$ cat src/rtl/req_ack_mon_pkg.sv
// Shared types and constants for the req/ack liveness monitor.
package req_ack_mon_pkg;

   // Per-channel monitor state: idle, or waiting for the acknowledge of an accepted request.
   typedef enum logic {
      IDLE = 1'b0,
      WAIT = 1'b1
   } mon_state_e;

   // Bit positions inside the packed per-channel error vector.
   localparam int ERR_W      = 5;
   localparam int TIMEOUT    = 0;
   localparam int EARLY      = 1;
   localparam int SPURIOUS   = 2;
   localparam int OVERLAP    = 3;
   localparam int UNRESOLVED = 4;

endpackage

$ cat src/rtl/req_ack_chan.sv
// One monitored req/ack channel: edge detect, IDLE/WAIT tracker, latency
// counter, held latency of the last pass and one-cycle event pulses.
module req_ack_chan
   import req_ack_mon_pkg::*;
#(
   parameter int MIN_LAT = 1,
   parameter int MAX_LAT = 16,
   parameter int LAT_W   = 16
)(
   input  logic             i_clk,
   input  logic             i_rst,
   input  logic             i_req,
   input  logic             i_ack,
   input  logic             i_eot,
   output logic             o_pending,
   output logic             o_pass,
   output logic [LAT_W-1:0] o_lat,
   output logic [ERR_W-1:0] o_err
);

   localparam logic [LAT_W-1:0] MIN_K   = LAT_W'(MIN_LAT);
   localparam logic [LAT_W-1:0] MAX_K   = LAT_W'(MAX_LAT);
   localparam bit               BOUNDED = (MAX_LAT != 0);

   mon_state_e       r_state;
   logic             r_req_q;
   logic             r_ack_q;
   logic [LAT_W-1:0] r_cnt;
   logic [LAT_W-1:0] r_lat;
   logic             r_pass;
   logic [ERR_W-1:0] r_err;

   logic             w_req_rise;
   logic             w_ack_rise;
   logic [LAT_W-1:0] w_k;

   assign w_req_rise = i_req & ~r_req_q;
   assign w_ack_rise = i_ack & ~r_ack_q;
   assign w_k        = r_cnt + LAT_W'(1);

   // Track one outstanding request; resolve it by pass, early, timeout or end-of-test.
   always_ff @(posedge i_clk) begin
      // NOTE: state is updated with non-blocking assignments so every branch
      // below sees the values from before this edge, not partially updated ones.
      if (i_rst) begin
         r_state <= IDLE;
         r_req_q <= 1'b0;
         r_ack_q <= 1'b0;
         r_cnt   <= '0;
         r_lat   <= '0;
         r_pass  <= 1'b0;
         r_err   <= '0;
      end else begin
         r_req_q <= i_req;
         r_ack_q <= i_ack;
         r_pass  <= 1'b0;
         r_err   <= '0;
         case (r_state)
            IDLE: begin
               // A same-edge ack never satisfies the request that starts here.
               if (w_req_rise) begin
                  r_state <= WAIT;
                  r_cnt   <= '0;
               end else if (w_ack_rise) begin
                  r_err[SPURIOUS] <= 1'b1;
               end
            end
            WAIT: begin
               r_cnt <= w_k;
               if (i_eot) begin
                  r_err[UNRESOLVED] <= 1'b1;
                  r_state           <= IDLE;
               end else if (w_ack_rise) begin
                  if (w_k >= MIN_K) begin
                     r_pass <= 1'b1;
                     r_lat  <= w_k;
                  end else begin
                     r_err[EARLY] <= 1'b1;
                  end
                  r_state <= IDLE;
               end else if (BOUNDED && (w_k == MAX_K)) begin
                  r_err[TIMEOUT] <= 1'b1;
                  r_state        <= IDLE;
               end else if (w_req_rise) begin
                  // The original request keeps counting; the new rise is not queued.
                  r_err[OVERLAP] <= 1'b1;
               end
            end
            default: r_state <= IDLE;
         endcase
      end
   end

   assign o_pending = (r_state == WAIT);
   assign o_pass    = r_pass;
   assign o_lat     = r_lat;
   assign o_err     = r_err;

endmodule

$ cat src/rtl/req_ack_mon.sv
// Multi-channel req/ack liveness monitor: NUM_CH independent channel
// trackers plus saturating totals of passes and error pulses.
module req_ack_mon
   import req_ack_mon_pkg::*;
#(
   parameter int NUM_CH  = 4,
   parameter int MIN_LAT = 1,
   parameter int MAX_LAT = 16,
   parameter int LAT_W   = 16,
   parameter int CNT_W   = 16
)(
   input  logic                    i_clk,
   input  logic                    i_rst,
   input  logic [NUM_CH-1:0]       i_req,
   input  logic [NUM_CH-1:0]       i_ack,
   input  logic                    i_eot,
   output logic [NUM_CH-1:0]       o_pending,
   output logic [NUM_CH-1:0]       o_pass,
   output logic [NUM_CH*LAT_W-1:0] o_lat,
   output logic [NUM_CH-1:0]       o_err_timeout,
   output logic [NUM_CH-1:0]       o_err_early,
   output logic [NUM_CH-1:0]       o_err_spurious,
   output logic [NUM_CH-1:0]       o_err_overlap,
   output logic [NUM_CH-1:0]       o_err_unresolved,
   output logic [CNT_W-1:0]        o_pass_cnt,
   output logic [CNT_W-1:0]        o_fail_cnt
);

   // Headroom above the counter width so the add cannot wrap before the clamp.
   localparam int               SUM_W   = CNT_W + 8;
   localparam logic [SUM_W-1:0] CNT_MAX = SUM_W'({CNT_W{1'b1}});

   logic [ERR_W-1:0] w_err [NUM_CH];
   logic [7:0]       w_pass_inc;
   logic [7:0]       w_fail_inc;
   logic [SUM_W-1:0] w_pass_sum;
   logic [SUM_W-1:0] w_fail_sum;
   logic [CNT_W-1:0] r_pass_cnt;
   logic [CNT_W-1:0] r_fail_cnt;

   for (genvar g = 0; g < NUM_CH; g++) begin : gen_ch
      req_ack_chan #(
         .MIN_LAT (MIN_LAT),
         .MAX_LAT (MAX_LAT),
         .LAT_W   (LAT_W)
      ) u_chan (
         .i_clk     (i_clk),
         .i_rst     (i_rst),
         .i_req     (i_req[g]),
         .i_ack     (i_ack[g]),
         .i_eot     (i_eot),
         .o_pending (o_pending[g]),
         .o_pass    (o_pass[g]),
         .o_lat     (o_lat[g*LAT_W +: LAT_W]),
         .o_err     (w_err[g])
      );

      assign o_err_timeout[g]    = w_err[g][TIMEOUT];
      assign o_err_early[g]      = w_err[g][EARLY];
      assign o_err_spurious[g]   = w_err[g][SPURIOUS];
      assign o_err_overlap[g]    = w_err[g][OVERLAP];
      assign o_err_unresolved[g] = w_err[g][UNRESOLVED];
   end

   // Population count of this cycle's pass and error pulses across all channels.
   always_comb begin
      // NOTE: both sums get a value before the loops so no path leaves them
      // unassigned, which would otherwise infer a latch.
      w_pass_inc = '0;
      w_fail_inc = '0;
      for (int i = 0; i < NUM_CH; i++) begin
         w_pass_inc = w_pass_inc + 8'(o_pass[i]);
         for (int j = 0; j < ERR_W; j++) begin
            w_fail_inc = w_fail_inc + 8'(w_err[i][j]);
         end
      end
   end

   assign w_pass_sum = SUM_W'(r_pass_cnt) + SUM_W'(w_pass_inc);
   assign w_fail_sum = SUM_W'(r_fail_cnt) + SUM_W'(w_fail_inc);

   // Saturating totals; they trail the pulses they count by one cycle.
   always_ff @(posedge i_clk) begin
      if (i_rst) begin
         r_pass_cnt <= '0;
         r_fail_cnt <= '0;
      end else begin
         r_pass_cnt <= (w_pass_sum > CNT_MAX) ? {CNT_W{1'b1}} : w_pass_sum[CNT_W-1:0];
         r_fail_cnt <= (w_fail_sum > CNT_MAX) ? {CNT_W{1'b1}} : w_fail_sum[CNT_W-1:0];
      end
   end

   assign o_pass_cnt = r_pass_cnt;
   assign o_fail_cnt = r_fail_cnt;

endmodule

$ cat config.mk
export PLATFORM = sky130hd
export DESIGN_NAME = req_ack_mon
export DESIGN_NICKNAME = d
export VERILOG_FILES = /design/src/rtl/req_ack_mon_pkg.sv /design/src/rtl/req_ack_chan.sv /design/src/rtl/req_ack_mon.sv
export SDC_FILE = /design/constraint.sdc
export NUM_CORES = 1
export LEC_CHECK = 0
export ABC_AREA = 0
export BUFFER_PORTS_ARGS = -buffer_cell sky130_fd_sc_hd__buf_2
export CAP_MARGIN = 25
export CORE_MARGIN = 3
export CORE_UTILIZATION = 54
export CTS_BUF_LIST = sky130_fd_sc_hd__clkbuf_8
export DETAILED_ROUTE_END_ITERATION = 7
export PLACE_DENSITY = 0.87
export SETUP_SLACK_MARGIN = 0.1
export SLEW_MARGIN = 10
export SYNTH_ARGS = -nofsm -noshare
export SYNTH_HDL_FRONTEND = slang
export SYNTH_SLANG_ARGS = --single-unit
$ cat constraint.sdc
create_clock -name i_clk -period 4.7 [get_ports i_clk]
set_clock_uncertainty 0.05 [all_clocks]
set_input_delay 0.94 -clock i_clk [delete_from_list [all_inputs] [get_ports i_clk]]
set_output_delay 0.94 -clock i_clk [all_outputs]
set_load 0.05 [all_outputs]
# --- Word level (Yosys, flattened, before mapping) ---
# Cells that the tools add are included.
word_totals:
  register_bits: 196
  output_inout_bits: 124
classes:
  n_addsub: 28
  n_lt_le_gt_ge: 6
  eq_ne: 8
  n_mux: 47
  bitwise_logic: 25
  reduce_logical: 24
op_table:
  columns: ["operator", "count"]
  rows:
  - ["$pmux W16 S2", 4]
  - ["$add A8 B1 Y8", 12]
  - ["$mux W16", 6]
  - ["$add A16 B1 Y16 const B", 4]
  - ["$eq A16 B5 Y1 const B", 4]
  - ["$ge A16 B1 Y1 const B", 4]
  - ["$gt A17 B16 Y1 const B", 2]
  - ["$mux W1", 33]
  - ["$reduce_or A4 Y1", 8]
  - ["$reduce_or A5 Y1", 4]
  - ["$add A16 B4 Y17", 1]
  - ["$add A16 B8 Y17", 1]
  - ["$not A1 Y1", 17]
  - ["$reduce_and A4 Y1", 4]
  - ["$reduce_or A3 Y1", 4]
  - ["$add A3 B1 Y4", 2]
  - ["$add A7 B1 Y8", 1]
  - ["$and A1 B1 Y1", 8]
  - ["$ne A2 B1 Y1 const B", 4]
  - ["$pmux W1 S2", 4]
  - ["$reduce_or A2 Y1", 4]
  - ["$add A6 B1 Y7", 1]
  - ["$add A2 B1 Y3", 2]
  - ["$add A5 B1 Y6", 1]
  - ["other kinds (2)", 3]

# --- Logic depth before layout (Yosys ltp) ---
# Gate-level depths: netlist of the first run.
depth:
  word_depth: 22
  mapped_depth: 17
  mapped_depth_nobuf: 17

# --- Modules after synthesis ---
# Synthesis of the first run repeated with hierarchy kept, for this count alone.
hier_totals:
  cells_unflattened: 1269
  hier_area_um2: 11409.7
by_module_without_submodules:
  columns: ["module", "instances", "cells_each", "area_per_inst_um2", "seq_area_each_um2"]
  rows:
  - ["req_ack_chan", 4, 258, 2306.0, 820.8]
  - ["req_ack_mon", 1, 237, 2185.8, 640.6]

# --- Worst setup path before layout of the first run ---
# Ideal clock, no wire load.
synth_path:
  path_kind: "reg-to-reg"
  start: "register gen_ch[1].u_chan.r_err[1]"
  end: "register r_fail_cnt[10] (netlist: o_fail_cnt[10])"
  setup_time_ns: 0.070
  arrival_ns: 5.273
  slack_ns: -0.693
  stages_incl_launch_ff: 17
  cell_sequence: "dfxtp_1 -> inv_1 -> fa_1 -> fa_1 -> fa_1 -> fa_1 -> fa_1 -> fa_1 -> inv_1 -> fa_1 -> a21o_1 -> a21oi_1 -> o21a_1 -> or3_1 -> or3_1 -> clkbuf_1 -> a21oi_1"
synth_via:
  elab_chain_cells: 17
synth_rtl:
  columns: ["element", "line", "rtl"]
  rows:
  - ["from (decl)", "req_ack_chan.sv:31", "logic [ERR_W-1:0] r_err;"]
  - ["from (signal assigned)", "req_ack_chan.sv:52", "r_err <= '0;"]
  - ["from (signal assigned)", "req_ack_chan.sv:57", "r_err <= '0;"]
  - ["from (signal, indexed assignment)", "req_ack_chan.sv:65", "r_err[SPURIOUS] <= 1'b1;"]
  - ["$add A6 B1 Y7 (*)", "req_ack_mon.sv:74", "w_fail_inc = w_fail_inc + 8'(w_err[i][j]);"]
  - ["$add A7 B1 Y8 (*)", "req_ack_mon.sv:74", null]
  - ["$add A8 B1 Y8 (*) (12 in series)", "req_ack_mon.sv:74", null]
  - ["$add A16 B8 Y17 (*)", "req_ack_mon.sv:80", "assign w_fail_sum = SUM_W'(r_fail_cnt) + SUM_W'(w_fail_inc);"]
  - ["$gt A17 B16 Y1", "req_ack_mon.sv:89", "r_fail_cnt <= (w_fail_sum > CNT_MAX) ? {CNT_W{1'b1}} : w_fail_sum[CNT_W-1:0];"]
  - ["$mux W16 (*)", "req_ack_mon.sv:89", null]
  - ["to (signal assigned)", "req_ack_mon.sv:89", null]
  - ["to (decl)", "req_ack_mon.sv:39", "logic [CNT_W-1:0] r_fail_cnt;"]
# Mark *: on every way between the ends. The rest lies on a longest branch, timed or not.
# A chain may end at the register's enable or synchronous reset.

# --- Worst setup path in the final report of the first run ---
layout_path:
  start: "register gen_ch[2].u_chan.r_err[0]"
  end: "register r_fail_cnt[0] (netlist: o_fail_cnt[0])"
layout_via:
  elab_chain_cells: 13
layout_rtl:
  columns: ["element", "line"]
  rows:
  - ["from (decl)", "req_ack_chan.sv:31"]
  - ["from (signal assigned)", "req_ack_chan.sv:52"]
  - ["from (signal assigned)", "req_ack_chan.sv:57"]
  - ["from (signal, indexed assignment)", "req_ack_chan.sv:65"]
  - ["$add A8 B1 Y8 (*) (10 in series)", "req_ack_mon.sv:74"]
  - ["$add A16 B8 Y17 (*)", "req_ack_mon.sv:80"]
  - ["$gt A17 B16 Y1", "req_ack_mon.sv:89"]
  - ["$mux W16 (*)", "req_ack_mon.sv:89"]
# Marks and branches as above.

==> results of run 1 <==
==> how the worst max path moves through the flow <==
stage | slack [ns] | startpoint | cells past startpoint | end
2_1_floorplan | -0.20 | gen_ch[2].u_chan.o_err[0] | 16 | o_fail_cnt[10]
3_3_place_gp | -0.15 | gen_ch[2].u_chan.o_err[0] | 15 | o_fail_cnt[0]
3_5_place_dp | -0.25 | gen_ch[2].u_chan.o_err[0] | 15 | o_fail_cnt[0]
4_1_cts | -0.24 | gen_ch[0].u_chan.o_err[0] | 15 | o_fail_cnt[0]
5_1_grt | -0.37 | gen_ch[2].u_chan.o_err[0] | 15 | o_fail_cnt[0]
6_report | -0.20 | gen_ch[2].u_chan.o_err[0] | 15 | o_fail_cnt[0]
==> layout make-up <==
class / instances / area, sq um / area share (%)
Multi-Input combinational cell: 869 / 5879 / 50.76
Tap cell: 260 / 325.3 / 2.809
Inverter: 55 / 206.4 / 1.782
Clock buffer: 17 / 234.0 / 2.020
Timing Repair Buffer: 156 / 842.1 / 7.270
Sequential cell: 196 / 3953 / 34.13
Clock inverter: 14 / 140.1 / 1.210
Antenna cell: 1 / 2.502 / 0.02161
==> repair_timing <==
action	CTS	global route
gates resized for setup	11	2
endpoints found under the setup margin	16	16
hold endpoints to repair	0	0
gates cloned	1	0
setup buffers	4	2
pin swaps	8	7
==> power groups by stage <==
stage	registers (W)	logic [W]	clock network, W
detailed placement	0.00176	0.000402	0
floorplan	0.00182	0.000237	0
finish	0.00172	0.000409	0.00106
CTS	0.00172	0.000409	0.00109
global route	0.00173	0.000447	0.00116
global placement	0.00175	0.000386	0
==> critical path, stage by stage (launching register included) <==
cell and delay, ns:
dfxtp_4 0.36, fa_1 0.52, inv_1 0.05, fa_1 0.47, fa_1 0.55, fa_1 0.43, fa_1 0.46, fa_2 0.37
inv_2 0.06, fa_2 0.19, a21o_1 0.13, a21oi_2 0.06, o21a_1 0.18, or3_4 0.38, or3_4 0.40, a21oi_2 0.16
==> cell usage in the layout (no fill, tap or decap), types with 8 or more instances in the layout <==
master,netlist,layout
buf_2,14,133
xnor2_1,45,45
and2_1,9,9
nor2b_1,31,31
or3_1,10,8
nand2_1,52,52
nor2_1,139,139
buf_4,17,22
nand3_1,48,47
nor3_1,47,46
xor2_1,39,39
dfxtp_1,196,187
mux2i_1,42,42
a211oi_1,23,23
o21ai_0,38,38
nand3b_1,18,18
a21o_1,12,12
a22oi_1,18,18
nor4_1,16,15
ha_1,25,25
and3_1,18,18
fa_1,18,16
inv_1,54,53
o31a_1,8,8
nand4_1,22,22
a21oi_1,93,86
nor3b_1,13,12
clkbuf_8,0,17
==> layer usage <==
layer / part of all wire (%) / wire length (um)
met5: 0 / 0
met4: 2.3 / 562
met1: 45 / 10850
met3: 6.6 / 1617
met2: 47 / 11330
==> synthesized netlist by cell type, drive strengths merged, types with 9 or more instances <==
master    n  area share, %
xor2     39            3.3
a211oi   23            1.7
and2      9           0.54
or3      10           0.60
and3     18            1.1
nand3b   18            1.3
nand2    52            1.9
buf      38            2.4
nor2b    31            1.9
dfxtp   196             38
a22oi    18            1.3
o21ai    38            1.8
nand4    24            1.6
mux2i    42            4.0
ha       25            3.0
inv      54            1.9
nor3b    13           0.94
fa       18            3.5
nor4     18            1.2
clkbuf   59            2.2
a21oi    93            4.5
nor3     48            2.4
a21o     12           0.87
nand3    50            2.6
xnor2    45            3.8
nor2    139            5.0
==> flip-flops by register name, summed over array words and instances, names as in the netlist <==
signal,flops
gen_ch.u_chan.o_pass,4
gen_ch.u_chan.o_lat,64
gen_ch.u_chan.r_req_q,4
gen_ch.u_chan.r_cnt,64
gen_ch.u_chan.r_ack_q,4
o_pass_cnt,16
gen_ch.u_chan.o_pending,4
gen_ch.u_chan.o_err,20
o_fail_cnt,16
==> stage by stage <==
stage | TNS [ns] | instances | cell area [sq um] | util, % | hold slack, ns
after floorplan | -2.201 | 1216 | 10450 | - | 0.4259
after global placement | -1.685 | 1528 | 11090 | 58.89 | 0.3958
after detailed placement | -3.188 | 1529 | 11100 | 58.95 | 0.3982
after CTS | -2.915 | 1564 | 11550 | 61.36 | 0.4152
after global routing | -5.069 | 1567 | 11580 | 61.50 | 0.4404
final | -2.410 | 1568 | 11580 | 61.51 | 0.4128
==> logic make-up (layout without fill, tap and decap cells) <==
family | count (synthesis) | count (layout) | share of synthesized area [%]
flops | 196 | 196 | 37.74
buf+inv | 152 | 242 | 6.583
other cells | 0 | 1 | 0
simple gates | 465 | 466 | 23.72
compound gates | 230 | 230 | 13.93
mux | 46 | 46 | 4.477
xor+xnor | 84 | 84 | 7.077
fa+ha+maj | 43 | 43 | 6.475
==> results.sh, run 1 <==
export IMPL_whs_endpoint="gen_ch[1].u_chan.o_lat[9]"
export IMPL_pwr_share_comb_pct=12.8
export IMPL_cts_htree_levels=4
export IMPL_fin_crit_ns=4.903
export IMPL_met1_usage_pct=30.19
export IMPL_use_met3_pct=5.882
export IMPL_hold_viol=0
export IMPL_dp_hpwl_mm=17.00
export IMPL_worst_pin_slew_ns=0.9832
export IMPL_power_frac_seq_pct=53.9
export IMPL_yosysSeqAreaShare_pct=37.74
export IMPL_grt_use_met2_pct=36.55
export IMPL_wl_per_cell_um=15.53
export IMPL_setup_viol=16
export IMPL_p_clk_share_pct=33.3
export IMPL_insertion_delay_ns=0.47
export IMPL_gp_congestion=0.8761
export IMPL_power_density_nw_per_um2=275.6
export IMPL_cts_made_buffers=17
export IMPL_start_util_pct=55.21
export IMPL_clk_pin_slew_worst_paths_ns=0.09
export IMPL_pre_cts_ws_ns=-0.2474
export IMPL_rsz0062_at_grt="true"
export IMPL_reg2reg_to="o_fail_cnt[0]"
export IMPL_cts_num_sinks=196
export IMPL_ys_flop_type="dfxtp_1"
export IMPL_dr_pass1_iters=5
export IMPL_total_power_w=0.003193
export IMPL_fin_crit_sh_pct=104.3
export IMPL_fp_dieArea_sq_um=20950
export IMPL_core_sq_um=18830
export IMPL_grt_pass1_wl_mm=39.00
export IMPL_arrival_ns=5.24
export IMPL_rrSetupSlack_ns=-0.20
export IMPL_cts_hold_buf=0
export IMPL_crit_fanout=7
export IMPL_drt_total_wl_mm=24.36
export IMPL_rr_worst_depth=15
export IMPL_synthArstFlopShare_pct=0
export IMPL_netlist_instances=1216
export IMPL_synth_edf_count=0
export IMPL_fmax_ghz=0.2040
export IMPL_setup_slack_ns=-0.2030
export IMPL_dieWidth_um=144.8
export IMPL_synth_area_sq_um=10400
export IMPL_ant_nets=0
export IMPL_synth_cell_type_count=69
export IMPL_slew_headroom_pct=34.45
export IMPL_status="finished with violations"
export IMPL_nNetsFinal=1349
export IMPL_p_sw_share_pct=28.41
export IMPL_rr_startpoint="gen_ch[2].u_chan.o_err[0]"
export IMPL_antenna_found_initial=0
export IMPL_crit_required_ns=5.03
export IMPL_areaGrowthSynthToFinish_pct=11.41
export IMPL_gr_usage_all_layers_pct=22.71
export IMPL_via_per_inst=5.640
export IMPL_ys_warn_count=0
export IMPL_drive_gt1_share_pct=18.36
export IMPL_tritoncts="done"
export IMPL_cts_root_buf="clkbuf_8"
export IMPL_ys_ff_latch=196
export IMPL_netSwitchingPower_w=0.0009072
export IMPL_synth_nets=1270
export IMPL_min_delay_start="gen_ch[1].u_chan.o_lat[9]"
export IMPL_first_iter_violations=734
export IMPL_start_kind="flip-flop"
export IMPL_grt_busiest_layer="met2"
export IMPL_pin_count=135
export IMPL_first_global_vias=8052
export IMPL_p_int_w=0.002285
export IMPL_grt_max_degree=91
export IMPL_hold_class="reg -> reg"
export IMPL_overflow=0
export IMPL_max_clock_path_buffers=2
export IMPL_io_buffers=134
export IMPL_syn_area_per_cell_sq_um=8.550
export IMPL_die_y_um=144.8
export IMPL_fillCellCount=1610
export IMPL_drc=0
export IMPL_rows=50
export IMPL_violations="negative setup slack"
export IMPL_leakage_nw=4.943
export IMPL_drv_slew=0
export IMPL_route_vias_total=8844
export IMPL_critical_path_class="reg -> reg"
export IMPL_crit_path_end_kind="flip-flop"
export IMPL_holdPathStages=2
export IMPL_peakVddDrop_uv=175.3
export IMPL_max_cap_viol_count=0
Note: power is estimated with default switching activity, not from simulation.
==> inputs of run 2 (changes only) <==
--- a/config.mk
+++ b/config.mk
@@ -9,12 +9,13 @@
 export BUFFER_PORTS_ARGS = -buffer_cell sky130_fd_sc_hd__buf_2
 export CAP_MARGIN = 25
 export CORE_MARGIN = 3
-export CORE_UTILIZATION = 54
+export CORE_UTILIZATION = 55
 export CTS_BUF_LIST = sky130_fd_sc_hd__clkbuf_8
 export DETAILED_ROUTE_END_ITERATION = 7
-export PLACE_DENSITY = 0.87
-export SETUP_SLACK_MARGIN = 0.1
+export PLACE_DENSITY = 0.88
+export SETUP_SLACK_MARGIN = 0.5
 export SLEW_MARGIN = 10
 export SYNTH_ARGS = -nofsm -noshare
 export SYNTH_HDL_FRONTEND = slang
+export SYNTH_HIERARCHICAL = 1
 export SYNTH_SLANG_ARGS = --single-unit
==> results.sh, run 2 <==
export IMPL_status="complete, no violations"
export IMPL_worst_path_max_delay_cell="fa_1"
export IMPL_synth_edf_count=0
export IMPL_crit_required_ns=5.05
export IMPL_dr_pass1_iters=5
export IMPL_grt_pass1_wl_mm=40.60
export IMPL_pre_cts_ws_ns=-0.02417
export IMPL_core_sq_um=20300
export IMPL_finalSetupTns_ns=0
export IMPL_path_cells="fa_1 > inv_1 > fa_1 > fa_1 > fa_1 > fa_1 > fa_2 > inv_2 > fa_2 > a211o_1 > a211oi_4 > nor2_4 > a21bo_1 > a31oi_2"
export IMPL_final_cell_mix="dfxtp_1, nor2_1, buf_2, nor2b_1, a21oi_1"
export IMPL_cts_hold_buf=0
export IMPL_die_y_um=150.0
export IMPL_rows=52
export IMPL_dieWidth_um=150.0
export IMPL_yosys_top_cells_area="dfxtp_1, nor2b_1, nor2_1, a21oi_1, mux2_4"
export IMPL_max_clock_path_buffers=2
export IMPL_overflow=0
export IMPL_crit_family="adder cells"
export IMPL_worst_pin_slew_ns=0.7702
export IMPL_synth_nets=1319
export IMPL_setup_slack_ns=0.03956
export IMPL_gr_usage_all_layers_pct=21.87
export IMPL_leakage_nw=5.143
export IMPL_route_vias_total=9056
export IMPL_peakVddDrop_uv=265.1
export IMPL_synth_top_area_share_pct=34.39
export IMPL_areaGrowthSynthToFinish_pct=10.31
export IMPL_setup_viol=0
export IMPL_tritoncts="done"
export IMPL_seqCellArea_sq_um=3953
export IMPL_grt_max_degree=101
export IMPL_via_per_inst=5.539
export IMPL_drt_total_wl_mm=25.13
export IMPL_fillCellCount=1710
export IMPL_fp_dieArea_sq_um=22510
export IMPL_cts_num_sinks=196
export IMPL_clk_pin_slew_worst_paths_ns=0.10
export IMPL_start_util_pct=56.21
export IMPL_gp_congestion=0.8876
export IMPL_wl_per_cell_um=15.37
export IMPL_ys_warn_count=6
export IMPL_pin_count=135
export IMPL_first_iter_violations=489
export IMPL_synth_cell_type_count=69
export IMPL_dp_hpwl_mm=17.75
export IMPL_nNetsFinal=1401
export IMPL_netlist_instances=1269
export IMPL_fmax_ghz=0.2146
export IMPL_hold_ws_ns=0.4330
export IMPL_rrSetupSlack_ns=0.04
export IMPL_insertion_delay_ns=0.48
export IMPL_crit_fanout=8
export IMPL_final_common_cell="dfxtp_1"
export IMPL_first_global_vias=8342
export IMPL_ys_flop_type="dfxtp_1"
export IMPL_slew_headroom_pct=48.65
export IMPL_arrival_ns=5.01
export IMPL_antenna_found_initial=2
export IMPL_fin_crit_sh_pct=99.16
export IMPL_fin_crit_ns=4.660
export IMPL_multi_input_area_sq_um=6894
export IMPL_path_buf_inv=2
export IMPL_critPathMaxStageDelay_ns=0.54
export IMPL_hold_viol=0
export IMPL_post_synth_top_area_cell="dfxtp_1"
export IMPL_power_density_nw_per_um2=254.7
export IMPL_synth_most_common_cell="dfxtp_1"
export IMPL_cts_made_buffers=17
export IMPL_synth_area_sq_um=11410
export IMPL_ys_ff_latch=196
export IMPL_crit_path_end_kind="flip-flop"
export IMPL_crit_top_cell="fa_1"
export IMPL_cts_htree_levels=4
export IMPL_io_buffers=134
export IMPL_start_kind="flip-flop"
export IMPL_hold_class="reg -> reg"
export IMPL_rsz0062_at_grt="true"
export IMPL_synthArstFlopShare_pct=0
export IMPL_synthTopCellsByCount="dfxtp_1, nor2_1, nor2b_1, a21oi_1, xnor2_1"
export IMPL_drive_gt1_share_pct=21.48
export IMPL_drv_slew=0
export IMPL_yosysSeqAreaShare_pct=34.39
export IMPL_cts_root_buf="clkbuf_8"
export IMPL_drc=0
export IMPL_max_cap_viol_count=0
export IMPL_critical_path_class="reg -> reg"
export IMPL_ant_nets=0
export IMPL_syn_area_per_cell_sq_um=8.991
run 2: timing repair:
item / 4_1_cts / 5_1_grt
gates cloned: 1 / 0
endpoints found under the setup margin: 16 / 16
resized for setup: 2 / 4
pin swaps: 3 / 6
buffers inserted: 1 / 1
run 2: worst paths after layout:
kind,startpoint,endpoint,cells after the start
worst max-delay path,gen_ch[3].u_chan/o_err[2],o_fail_cnt[10],14
worst min-delay path,gen_ch[1].u_chan/o_lat[1],gen_ch[1].u_chan/o_lat[1],2
worst max register to register,gen_ch[3].u_chan/o_err[2],o_fail_cnt[10],14
worst min register to register,gen_ch[1].u_chan/o_lat[1],gen_ch[1].u_chan/o_lat[1],2
run 2: final cells by class:
| cell class | count | area share, % |
|---|---|---|
| antenna | 1 | 0.01988 |
| clock buffer | 18 | 1.968 |
| clock inverter | 14 | 1.133 |
| inverter | 51 | 1.521 |
| multi-input combinational | 934 | 54.78 |
| sequential | 196 | 31.40 |
| tap | 270 | 2.684 |
| timing repair buffer | 151 | 6.492 |
run 2: tightest hold or removal path, delay by kind of cell (launching register included):
kind	cells	cell delay (ns)
muxes	1	0.06
DFF	1	0.32
and+or+nand+nor	1	0.06
run 2: kinds of logic (layout without fill, tap and decap cells):
| kind of cell | Yosys count | in the layout | synth area share, % |
|---|---|---|---|
| compound gates | 217 | 217 | 12.44 |
| mux | 72 | 72 | 8.071 |
| xor+xnor | 80 | 80 | 6.141 |
| flops | 196 | 196 | 34.39 |
| simple gates | 525 | 526 | 27.80 |
| buf+inv | 140 | 234 | 5.702 |
| fa+ha+maj | 39 | 39 | 5.461 |
| other cells | 0 | 1 | 0 |
run 2: metrics by stage:
stage	utilization, %	instances	instance area [sq um]	power (W)
finish	62.00	1635	12590	0.003206
global route	62.00	1635	12590	0.003339
CTS	61.73	1629	12530	0.003224
detailed placement	59.66	1595	12110	0.002141
global placement	59.66	1595	12110	0.002121
floorplan	-	1269	11460	0.002045
run 2: metal layers:
metal	routed length [um]	share of wire [%]	vias up	global-route usage [%]
met5	18	0.072	-	0
met1	11120	44	4273	28.08
met4	760	3.0	2	8.326
met2	11900	47	220	36.72
met3	1337	5.3	42	3.876
li1	-	-	4519	-
run 2: report_power, final:
group | internal, W | switching [W] | leakage [nW]
logic | 0.000136 | 0.000262 | 3.36
clock network | 0.000450 | 0.000648 | 0.188
registers | 0.00168 | 0.0000270 | 1.59
total | 0.00227 | 0.000937 | 5.14
